[src/rtl/verilab_i2c_master_ctrl.sv]
// Single-byte I2C master: START, 7-bit address + R/W, one data byte, STOP, one-cycle response.
// Define VERILAB_I2C_CLK_STRETCH_EN to let a target stretch SCL during the high quarters.
module verilab_i2c_master_ctrl #(
    parameter int DIV = 4
) (
    input  logic       clk,
    input  logic       reset,
    input  logic       cmd_valid,
    output logic       cmd_ready,
    input  logic       cmd_rd,
    input  logic [6:0] cmd_addr,
    input  logic [7:0] cmd_wdata,
    output logic       rsp_valid,
    output logic [7:0] rsp_rdata,
    output logic       rsp_nack,
    input  logic       scl_in,
    input  logic       sda_in,
    output logic       scl_oe,
    output logic       sda_oe,
    output logic       busy
);
    localparam logic [2:0] S_IDLE  = 3'd0;
    localparam logic [2:0] S_START = 3'd1;
    localparam logic [2:0] S_ADDR  = 3'd2;
    localparam logic [2:0] S_AACK  = 3'd3;
    localparam logic [2:0] S_DATA  = 3'd4;
    localparam logic [2:0] S_DACK  = 3'd5;
    localparam logic [2:0] S_STOP  = 3'd6;
    localparam logic [2:0] S_DONE  = 3'd7;

    localparam logic [9:0] DIV_LAST = 10'(DIV - 1);

    logic [2:0] state;
    logic [9:0] div_cnt;
    logic [1:0] qtr;
    logic [2:0] bit_cnt;
    logic [7:0] shift;
    logic [7:0] wdata_q;
    logic       rd_q;
    logic       hold;
    logic       running;
    logic       accept;
    logic       tick;
    logic       sample;
    logic       bit_end;

`ifdef VERILAB_I2C_CLK_STRETCH_EN
    // Q2/Q3 are the SCL-released quarters; a low scl_in there means the target is stretching.
    assign hold = qtr[1] && !scl_in;
`else
    logic unused_scl_in;
    assign unused_scl_in = scl_in;
    assign hold          = 1'b0;
`endif

    assign running = (state != S_IDLE) && (state != S_DONE);
    assign accept  = cmd_valid && cmd_ready;
    assign tick    = running && !hold && (div_cnt == DIV_LAST);
    assign sample  = tick && (qtr == 2'd2);
    assign bit_end = tick && (qtr == 2'd3);

    assign cmd_ready = (state == S_IDLE) && !reset;
    assign busy      = (state != S_IDLE);
    assign rsp_valid = (state == S_DONE);

    // NOTE: sequential state uses non-blocking assignments so every register sees pre-edge values.
    always_ff @(posedge clk) begin
        if (reset) begin
            state     <= S_IDLE;
            div_cnt   <= '0;
            qtr       <= '0;
            bit_cnt   <= '0;
            shift     <= '0;
            wdata_q   <= '0;
            rd_q      <= 1'b0;
            rsp_rdata <= '0;
            rsp_nack  <= 1'b0;
        end else begin
            if (!running || tick) begin
                div_cnt <= '0;
            end else if (!hold) begin
                div_cnt <= div_cnt + 10'd1;
            end
            if (tick) begin
                qtr <= qtr + 2'd1;
            end

            case (state)
                S_IDLE: begin
                    if (accept) begin
                        state     <= S_START;
                        qtr       <= '0;
                        bit_cnt   <= '0;
                        shift     <= {cmd_addr, cmd_rd};
                        wdata_q   <= cmd_wdata;
                        rd_q      <= cmd_rd;
                        rsp_rdata <= '0;
                        rsp_nack  <= 1'b0;
                    end
                end
                S_START: begin
                    if (bit_end) state <= S_ADDR;
                end
                S_ADDR: begin
                    if (bit_end) begin
                        shift   <= {shift[6:0], 1'b0};
                        bit_cnt <= bit_cnt + 3'd1;
                        if (bit_cnt == 3'd7) state <= S_AACK;
                    end
                end
                S_AACK: begin
                    if (sample) rsp_nack <= sda_in;
                    if (bit_end) begin
                        shift <= rd_q ? 8'h00 : wdata_q;
                        state <= rsp_nack ? S_STOP : S_DATA;
                    end
                end
                S_DATA: begin
                    if (sample && rd_q) shift <= {shift[6:0], sda_in};
                    if (bit_end) begin
                        if (!rd_q) shift <= {shift[6:0], 1'b0};
                        bit_cnt <= bit_cnt + 3'd1;
                        if (bit_cnt == 3'd7) state <= S_DACK;
                    end
                end
                S_DACK: begin
                    // On reads the master leaves SDA released here, signalling NACK to end the read.
                    if (sample && !rd_q) rsp_nack <= sda_in;
                    if (bit_end) state <= S_STOP;
                end
                S_STOP: begin
                    if (bit_end) begin
                        state <= S_DONE;
                        if (rd_q && !rsp_nack) rsp_rdata <= shift;
                    end
                end
                default: state <= S_IDLE;
            endcase
        end
    end

    // NOTE: both outputs get a default first so no path through the case can infer a latch.
    always_comb begin
        scl_oe = 1'b0;
        sda_oe = 1'b0;
        case (state)
            S_START: sda_oe = qtr[1];
            S_ADDR: begin
                scl_oe = !qtr[1];
                sda_oe = !shift[7];
            end
            S_AACK, S_DACK: scl_oe = !qtr[1];
            S_DATA: begin
                scl_oe = !qtr[1];
                sda_oe = !rd_q && !shift[7];
            end
            S_STOP: begin
                scl_oe = !qtr[1];
                sda_oe = (qtr != 2'd3);
            end
            default: begin
                scl_oe = 1'b0;
                sda_oe = 1'b0;
            end
        endcase
    end
endmodule

[config.mk]
export PLATFORM = sky130hd
export DESIGN_NAME = verilab_i2c_master_ctrl
export DESIGN_NICKNAME = d
export VERILOG_FILES = /design/src/rtl/verilab_i2c_master_ctrl.sv
export SDC_FILE = /design/constraint.sdc
export NUM_CORES = 1
export LEC_CHECK = 0
export ABC_CLOCK_PERIOD_IN_PS = 3400
export CAP_MARGIN = 40
export CORE_MARGIN = 1
export CORE_UTILIZATION = 54
export DETAILED_ROUTE_END_ITERATION = 10
export MAX_ROUTING_LAYER = met4
export PLACE_DENSITY = 0.82
export SLEW_MARGIN = 20
export SYNTH_ARGS = -nofsm -noshare
export SYNTH_HDL_FRONTEND = slang
export SYNTH_SLANG_ARGS = --single-unit
[constraint.sdc]
create_clock -name clk -period 3.4 [get_ports clk]
set_clock_uncertainty 0.05 [all_clocks]
set_input_delay 0.68 -clock clk [delete_from_list [all_inputs] [get_ports clk]]
set_output_delay 0.68 -clock clk [all_outputs]
set_load 0.02 [all_outputs]
Word level (Yosys, flattened, before mapping):

Cells that the tools add are included.
W data, S select, Z words.

* add/subtract/negate cells: 3
* equal/unequal tests: 26
* multiplexer cells: 35
* reduce and logical (&&, ||, !) cells: 32

Operators by type and width (count)
* $mux W8: 10
* $mux W3: 11
* $pmux W8 S4: 1
* $ne A2 B2 Y1 const B: 13
* $pmux W3 S7: 1
* $pmux W8 S2: 1
* $eq A3 B3 Y1 const B: 5
* $reduce_and A4 Y1: 3
* $add A10 B1 Y10 const B: 1
* $eq A10 B2 Y1 const B: 1
* $logic_and A1 B1 Y1: 10
* $reduce_and A9 Y1: 1
* $mux W2: 4
* $eq A3 B2 Y1 const B: 2
* $logic_not A1 Y1: 6
* $pmux W3 S2: 1
* $reduce_bool A3 Y1: 2
* $reduce_or A5 Y1: 1
* $eq A2 B2 Y1 const B: 2
* $mux W1: 4
* $pmux W1 S4: 1
* $reduce_bool A2 Y1: 2
* $reduce_bool A4 Y1: 1
* $reduce_or A2 Y1: 2
* 10 further kinds: 10

* bits in registers: 44

Longest topological paths before layout:

Gate-level depths: netlist of the first run.

* depth after elaboration: 9
* mapped depth: 8

Worst setup path before layout of the first run:

Ideal clock, no wire load.

* path type: reg-to-reg
* start: register div_cnt[0]
* end: register shift[0]
* arrival time: 2.254 ns
* data required time: 3.233 ns
* setup slack: 0.978 ns
* cell stages (with the launch flop): 9
* path buffers: 2
* cells stage by stage: dfxtp_1 ha_1 or4b_1 or3_1 buf_2 a211o_1 buf_6 nand3b_1 a32o_1

* word-level cells in the longest chain between the ends: 8
* elaborated cells on any way between the ends: 12
* classes of those cells: 3 x eq/ne; 4 x mux; 5 x reduce/logical

RTL lines
* start: declaration: line 34 `logic [9:0] div_cnt;`
* start signal: assignment: line 82 `div_cnt <= div_cnt + 10'd1;`
* $eq A10 B2 Y1 (*): line 58 `assign tick = running && !hold && (div_cnt == DIV_LAST);`
* $logic_and A1 B1 Y1 (*): line 58
* $logic_and A1 B1 Y1: line 59 `assign sample = tick && (qtr == 2'd2);`
* $logic_and A1 B1 Y1: line 119 `if (sample && rd_q) shift <= {shift[6:0], sda_in};`
* $mux W8: line 119
* $mux W8: line 121 `if (!rd_q) shift <= {shift[6:0], 1'b0};`
* $mux W8: line 120 `if (bit_end) begin`
* $pmux W8 S4: line 88 `case (state)`
* end signal: assignment: line 94 `shift <= {cmd_addr, cmd_rd};`
* end signal: assignment: line 119
* end signal: assignment: line 121
* end: declaration: line 37 `logic [7:0] shift;`

Every way passes the cells marked *; elsewhere a longest branch is shown, timed or not.
A chain may end at the register's enable or synchronous reset.

Final worst setup path of the first run:

* start: register state[1]
* end: output port sda_oe

* word-level cells in the longest chain between the ends: 2
* elaborated cells on any way between the ends: 5
* classes of those cells: 4 x eq/ne; 1 x mux

RTL lines
* start: declaration: line 33 `logic [2:0] state;`
* start signal: assignment: line 115 `state <= rsp_nack ? S_STOP : S_DATA;`
* $eq A3 B3 Y1 (tied with other cells): line 146 `case (state)`
* $pmux W1 S4 (*): line 146
* end: declaration: line 19 `output logic sda_oe,`

Marked as above.

==> flow_summary.ini, run 1 <==
[clock_network]
holdBufCountCts = 0
cts_setup_buffers = 0
htree_levels = 2
clk_pin_slew_ns = 0.08
tritoncts = done
root_buffer = clkbuf_8
clk_latency_ns = 0.28
clock_sinks = 44
cts_resized = 0
cts.path.max_buffers = 2
cts_inserted_buffers = 5

[routing]
via_per_inst = 5.737
drcViolationCount = 0
ant_nets = 0
dr_total_vias = 2117
drt_first_pass_iters = 4
routedWlPerCell_um = 13.61
drtIter0Drc = 146
drt-total-wl_um = 5022

[timing]
fin_crit_ns = 2.995
fin_crit_sh_pct = 88.09
hold_ws_ns = 0.4021
worst_pin_slew_ns = 0.5376
rsz0062_at_grt = no
drv_slew = 0
worst_slack_ns = 0.4048
fmax_mhz = 333.9
slew_headroom_pct = 64.03
tns_ns = 0
finalSetupViolCount = 0
finalHoldViolCount = 0

[floorplan]
rows = 23
die_w_um = 68.18
start_util_pct = 57.46
dieArea_um2 = 4648
core-area_um2 = 4115
dieHeight_um = 68.18
ios = 35

[outcome]
status = finished clean

[yosys]
synthTopCellsByArea = dfxtp_1 37%, nand2b_1 5.3%, nor2_1 4.8%, nand2_1 4.4%, o21ai_0 4.0%
syn-num-nets = 321
synth_commonest_cells = 44 x dfxtp_1, 30 x nor2_1, 28 x nand2_1
syn_avg_cell_area_um2 = 8.016
synthArstFlopShare_pct = 0
netlist_area_um2 = 2365
yosysMostFrequentCell = dfxtp_1
synthDominantCellAreaShare_pct = 37.25
synthesis.yosys.warnings = 0
synth-edff-count = 0
synth_ff_type = dfxtp_1
synth_cells = 295
synth-seq-cells = 44
yosysTopAreaCell = dfxtp_1
synth.distinct_cells = 42
ys_seq_area_share_pct = 37.25

[critical_path]
cp.arrival_ns = 2.27
path_class = reg -> out
startpoint_type = register
required_ns = 2.67
cp_max_fo = 14
worstSetupEndpointType = output pin

[power]
finalPower_w = 0.001057
seqPwrFrac_pct = 52.0
p_switching_w = 0.0002484
switching_share_pct = 23.49
peakVddDrop_uv = 316.7
power_frac_comb_pct = 11.3
pwr-share-clk_pct = 36.7
p_leak_nw = 1.007
internal-power_w = 0.0008091
powerDensity_nw_per_um2 = 377.3

[place]
gp_congestion = 0.8952
place.port_buffers = 33
post-place-ws_ns = 0.5879
detailed_place.area_um2 = 2695
dp_hpwl_um = 3597

[global_route]
gr-total-overflow = 0
grt_use_total_pct = 24.35
grt_pass1_wl_um = 8355
antenna_found_initial = 0
grt_pass1_vias = 1877
grt_max_degree = 33

[finish]
diodes = 0
fill_cells = 356
drive_gt1_share_pct = 5.329
area_delta_synth_final_pct = 18.52
final_area_um2 = 2803
nets = 344

[job]
max_cap_viol_count = 0

[worst_hold_path]
holdCritPathClass = reg -> reg
[registers in the layout, summed over array words and instances (netlist names)]
register,cells
state,3
qtr,2
shift,8
bit_cnt,3
div_cnt,10
rd_q,1
rsp_rdata,8
rsp_nack,1
wdata_q,8
[critical path, stage by stage, from the launching register on]
cell and delay [ns]:
dfxtp_1 0.60, nand2b_1 0.34, a211o_1 0.36, nand2_1 0.07, clkdlybuf4s50_1 0.60
[final cells by class]
type / instances / area, um^2 / share of cell area [%]
multi-input cells: 225 / 1373 / 48.97
clock inverters: 2 / 35.03 / 1.250
repair buffers: 37 / 360.3 / 12.86
flip-flops and latches: 44 / 880.8 / 31.43
clock buffers: 6 / 72.57 / 2.589
well taps: 50 / 62.56 / 2.232
inverters: 5 / 18.77 / 0.6696
[layout by cell type (no fill, tap or decap), types with 2 or more instances in the layout]
| cell type | synthesis | layout |
|---|---|---|
| dfxtp_1 | 44 | 44 |
| a31oi_1 | 7 | 7 |
| clkbuf_8 | 0 | 5 |
| or2_2 | 2 | 2 |
| nor3_1 | 6 | 6 |
| a32oi_1 | 2 | 2 |
| buf_4 | 0 | 4 |
| mux2i_1 | 7 | 7 |
| nand2b_1 | 20 | 20 |
| clkdlybuf4s50_1 | 0 | 33 |
| nand3_1 | 18 | 18 |
| and3_1 | 4 | 4 |
| xor2_1 | 4 | 4 |
| a32o_1 | 8 | 8 |
| xnor2_1 | 6 | 6 |
| a211o_1 | 2 | 2 |
| and3b_1 | 2 | 2 |
| nand2_1 | 28 | 28 |
| o211ai_1 | 7 | 7 |
| nor2b_1 | 10 | 10 |
| nor2_1 | 30 | 30 |
| o21ai_0 | 19 | 19 |
| o31ai_1 | 2 | 2 |
| nand3b_1 | 3 | 3 |
| inv_1 | 4 | 4 |
| ha_1 | 5 | 5 |
| or3_1 | 4 | 4 |
| a21oi_1 | 16 | 16 |
[stage by stage]
stage	cells	utilization, %
after floorplan	295	-
after global placement	361	65.49
after detailed placement	361	65.49
after CTS	369	68.11
after global routing	369	68.11
final	369	68.11
[kinds of logic (layout without fill, tap and decap cells)]
| family | after synthesis | in the layout | share of synthesized area (%) |
|---|---|---|---|
| DFF | 44 | 44 | 37.25 |
| AOI/OAI and AO/OA | 70 | 70 | 19.84 |
| and+or+nand+nor | 132 | 132 | 28.20 |
| muxes | 8 | 8 | 3.439 |
| xor gates and xnor gates | 10 | 10 | 3.704 |
| buffers and inverters | 26 | 50 | 4.920 |
| adders and majority gates | 5 | 5 | 2.646 |
[metal layers]
| metal | vias to the layer above | part of all wire, % | track usage [%] | wire (um) |
|---|---|---|---|---|
| li1 | 1090 | - | - | - |
| met1 | 970 | 47 | 32.01 | 2374 |
| met2 | 53 | 47 | 37.87 | 2364 |
| met3 | 4 | 4.8 | 4.000 | 242 |
| met4 | 0 | 0.82 | 7.813 | 41 |
| met5 | - | 0 | - | 0 |
[worst paths after layout]
path	start	to	slack, ns	depth (start not counted)
worst max register to register	div_cnt[0]	shift[3]	0.59	6
worst min-delay path	div_cnt[0]	div_cnt[0]	0.40	1
worst max-delay path	state[1]	sda_oe	0.40	4
worst min register to register	div_cnt[0]	div_cnt[0]	0.40	1
[power groups by stage]
stage	Sequential (W)	Combinational, W	Clock [W]
after global routing	0.000553	0.000132	0.000418
after CTS	0.000550	0.000119	0.000392
after detailed placement	0.000561	0.000118	0
after floorplan	0.000555	0.0000756	0
final	0.000550	0.000119	0.000388
after global placement	0.000561	0.000117	0
Power figures use the tool's default switching activity.
==> inputs of run 2 (changes only) <==
--- a/config.mk
+++ b/config.mk
@@ -6,7 +6,7 @@
 export NUM_CORES = 1
 export LEC_CHECK = 0
 export ABC_CLOCK_PERIOD_IN_PS = 3400
-export CAP_MARGIN = 40
+export CAP_MARGIN = 15
 export CORE_MARGIN = 1
 export CORE_UTILIZATION = 54
 export DETAILED_ROUTE_END_ITERATION = 10
==> results of run 2 <==
The final DEF is identical to that of run 1; final timing and power are the same.
==> inputs of run 3 (changes only) <==
--- a/config.mk
+++ b/config.mk
@@ -5,11 +5,12 @@
 export SDC_FILE = /design/constraint.sdc
 export NUM_CORES = 1
 export LEC_CHECK = 0
-export ABC_CLOCK_PERIOD_IN_PS = 3400
+export ABC_CLOCK_PERIOD_IN_PS = 3100
 export CAP_MARGIN = 15
 export CORE_MARGIN = 1
 export CORE_UTILIZATION = 54
 export DETAILED_ROUTE_END_ITERATION = 10
+export GPL_ROUTABILITY_DRIVEN = 1
 export MAX_ROUTING_LAYER = met4
 export PLACE_DENSITY = 0.82
 export SLEW_MARGIN = 20
==> constraint.sdc (replaced) <==
create_clock -name clk -period 3.1 [get_ports clk]
set_clock_uncertainty 0.05 [all_clocks]
set_input_delay 0.62 -clock clk [delete_from_list [all_inputs] [get_ports clk]]
set_output_delay 0.62 -clock clk [all_outputs]
set_load 0.02 [all_outputs]
==> run 3 against run 2 <==
  * Design area rose by 1.8%
  * Clock power rose by 32%
  * Total power rose by 18%
  * Sequential power rose by 9.6%
  * Sequential share of layout area fell by 0.56 points
  * Utilization rose by 1.2 points
  * Clock-buffer cell count fell by 1
  * Register-to-register slack got worse by 0.16 ns
  * Highest routed layer unchanged
  * Critical path depth did not move
  * Combinational power rose by 13%
  * Via count rose by 1.4%
==> flow_summary.ini, run 3 (synthesis gave the netlist of run 1 again) <==
[outcome]
status = finished clean

[routing]
drtIter0Drc = 194
dr_total_vias = 2146
drt_first_pass_iters = 4
via_per_inst = 5.769
drt-total-wl_um = 5330
ant_nets = 0
routedWlPerCell_um = 14.33
drcViolationCount = 0

[floorplan]
dieArea_um2 = 4648
dieHeight_um = 68.18
die_w_um = 68.18
start_util_pct = 57.46
rows = 23
ios = 35
core-area_um2 = 4115

[power]
powerDensity_nw_per_um2 = 437.7
p_leak_nw = 1.035
peakVddDrop_uv = 373.9

[timing]
tns_ns = 0
fin_crit_ns = 2.840
finalHoldViolCount = 0
rsz0062_at_grt = no
finalSetupViolCount = 0
fin_crit_sh_pct = 91.62
drv_slew = 0
fmax_mhz = 352.1
slew_headroom_pct = 60.81
worst_pin_slew_ns = 0.5857

[place]
place.port_buffers = 33
gp_congestion = 0.8898
dp_cells = 365
dp_hpwl_um = 3584
detailed_place.area_um2 = 2725

[finish]
final_common_cell = dfxtp_1
drive_gt1_share_pct = 6.522
final_area_um2 = 2854
multiInputGateArea_um2 = 1373
seqCellArea_um2 = 880.8
fill_cells = 349
largest_reg_flops = 10
final_util_pct = 69.35
mostFrequentLayoutCells = 44 x dfxtp_1, 33 x clkdlybuf4s50_1, 30 x nor2_1, 28 x nand2_1, 20 x nand2b_1
diodes = 0
top_register = div_cnt
area_delta_synth_final_pct = 20.69
final_cells = 372
nets = 348

[worst_hold_path]
holdCritPathClass = reg -> reg

[clock_network]
cts.path.max_buffers = 2
cts_resized = 0
clk_latency_ns = 0.30
htree_levels = 2
root_buffer = clkbuf_8
holdBufCountCts = 0
clk_pin_slew_ns = 0.08
clock_sinks = 44
cts_inserted_buffers = 5
cts_setup_buffers = 0
tritoncts = done

[global_route]
grt_pass1_wl_um = 8707
antenna_found_initial = 0
grt_max_degree = 33
gr-total-overflow = 0
grt_pass1_vias = 1987
grt_use_total_pct = 25.79

[critical_path]
worstSetupEndpointType = output pin
cp_max_fo = 18
cp.arrival_ns = 2.17
path_class = reg -> out
startpoint_type = register
required_ns = 2.43

[job]
max_cap_viol_count = 0
## run 3: layout make-up
class / count / area share [%]
well taps: 50 / 2.192
multi-input cells: 225 / 48.09
inverters: 5 / 0.6576
repair buffers: 41 / 13.68
clock buffers: 5 / 2.411
flip-flops and latches: 44 / 30.86
clock inverters: 2 / 2.104
## run 3: path summary, 6_finish.rpt
path | startpoint | depth (start not counted) | endpoint | slack [ns]
worst max register to register | div_cnt[0] | 6 | shift[0] | 0.43
worst min register to register | div_cnt[0] | 1 | div_cnt[0] | 0.41
worst max-delay path | state[2] | 4 | cmd_ready | 0.26
worst min-delay path | div_cnt[0] | 1 | div_cnt[0] | 0.41
## run 3: critical path, cell delays in order, from the launching register on
cell and delay, ns:
dfxtp_1 0.50, nor3_1 0.45, inv_1 0.17, nor2_1 0.14, clkdlybuf4s50_1 0.62
## run 3: stage by stage
step	hold slack (ns)	worst slack, ns	total power (W)
floorplan	0.3675	0.6783	0.0006919
global placement	0.3810	0.5081	0.0007445
detailed placement	0.3966	0.4482	0.0007453
CTS	0.4097	0.2664	0.001252
global route	0.4483	0.01137	0.001294
finish	0.4063	0.2597	0.001249
## run 3: routing by layer
metal	routed length, um	GRT usage, %
met2	2493	39.71
met4	80	11.20
met5	0	-
met3	330	5.500
met1	2425	32.32
## run 3: power breakdown
group / switching [W] / internal (W) / leakage, nW / total, W
sequential: 0.0000185 / 0.000585 / 0.358 / 0.000603
clock: 0.000195 / 0.000317 / 0.0642 / 0.000513
combinational: 0.0000690 / 0.0000646 / 0.613 / 0.000134
total: 0.000283 / 0.000966 / 1.04 / 0.00125
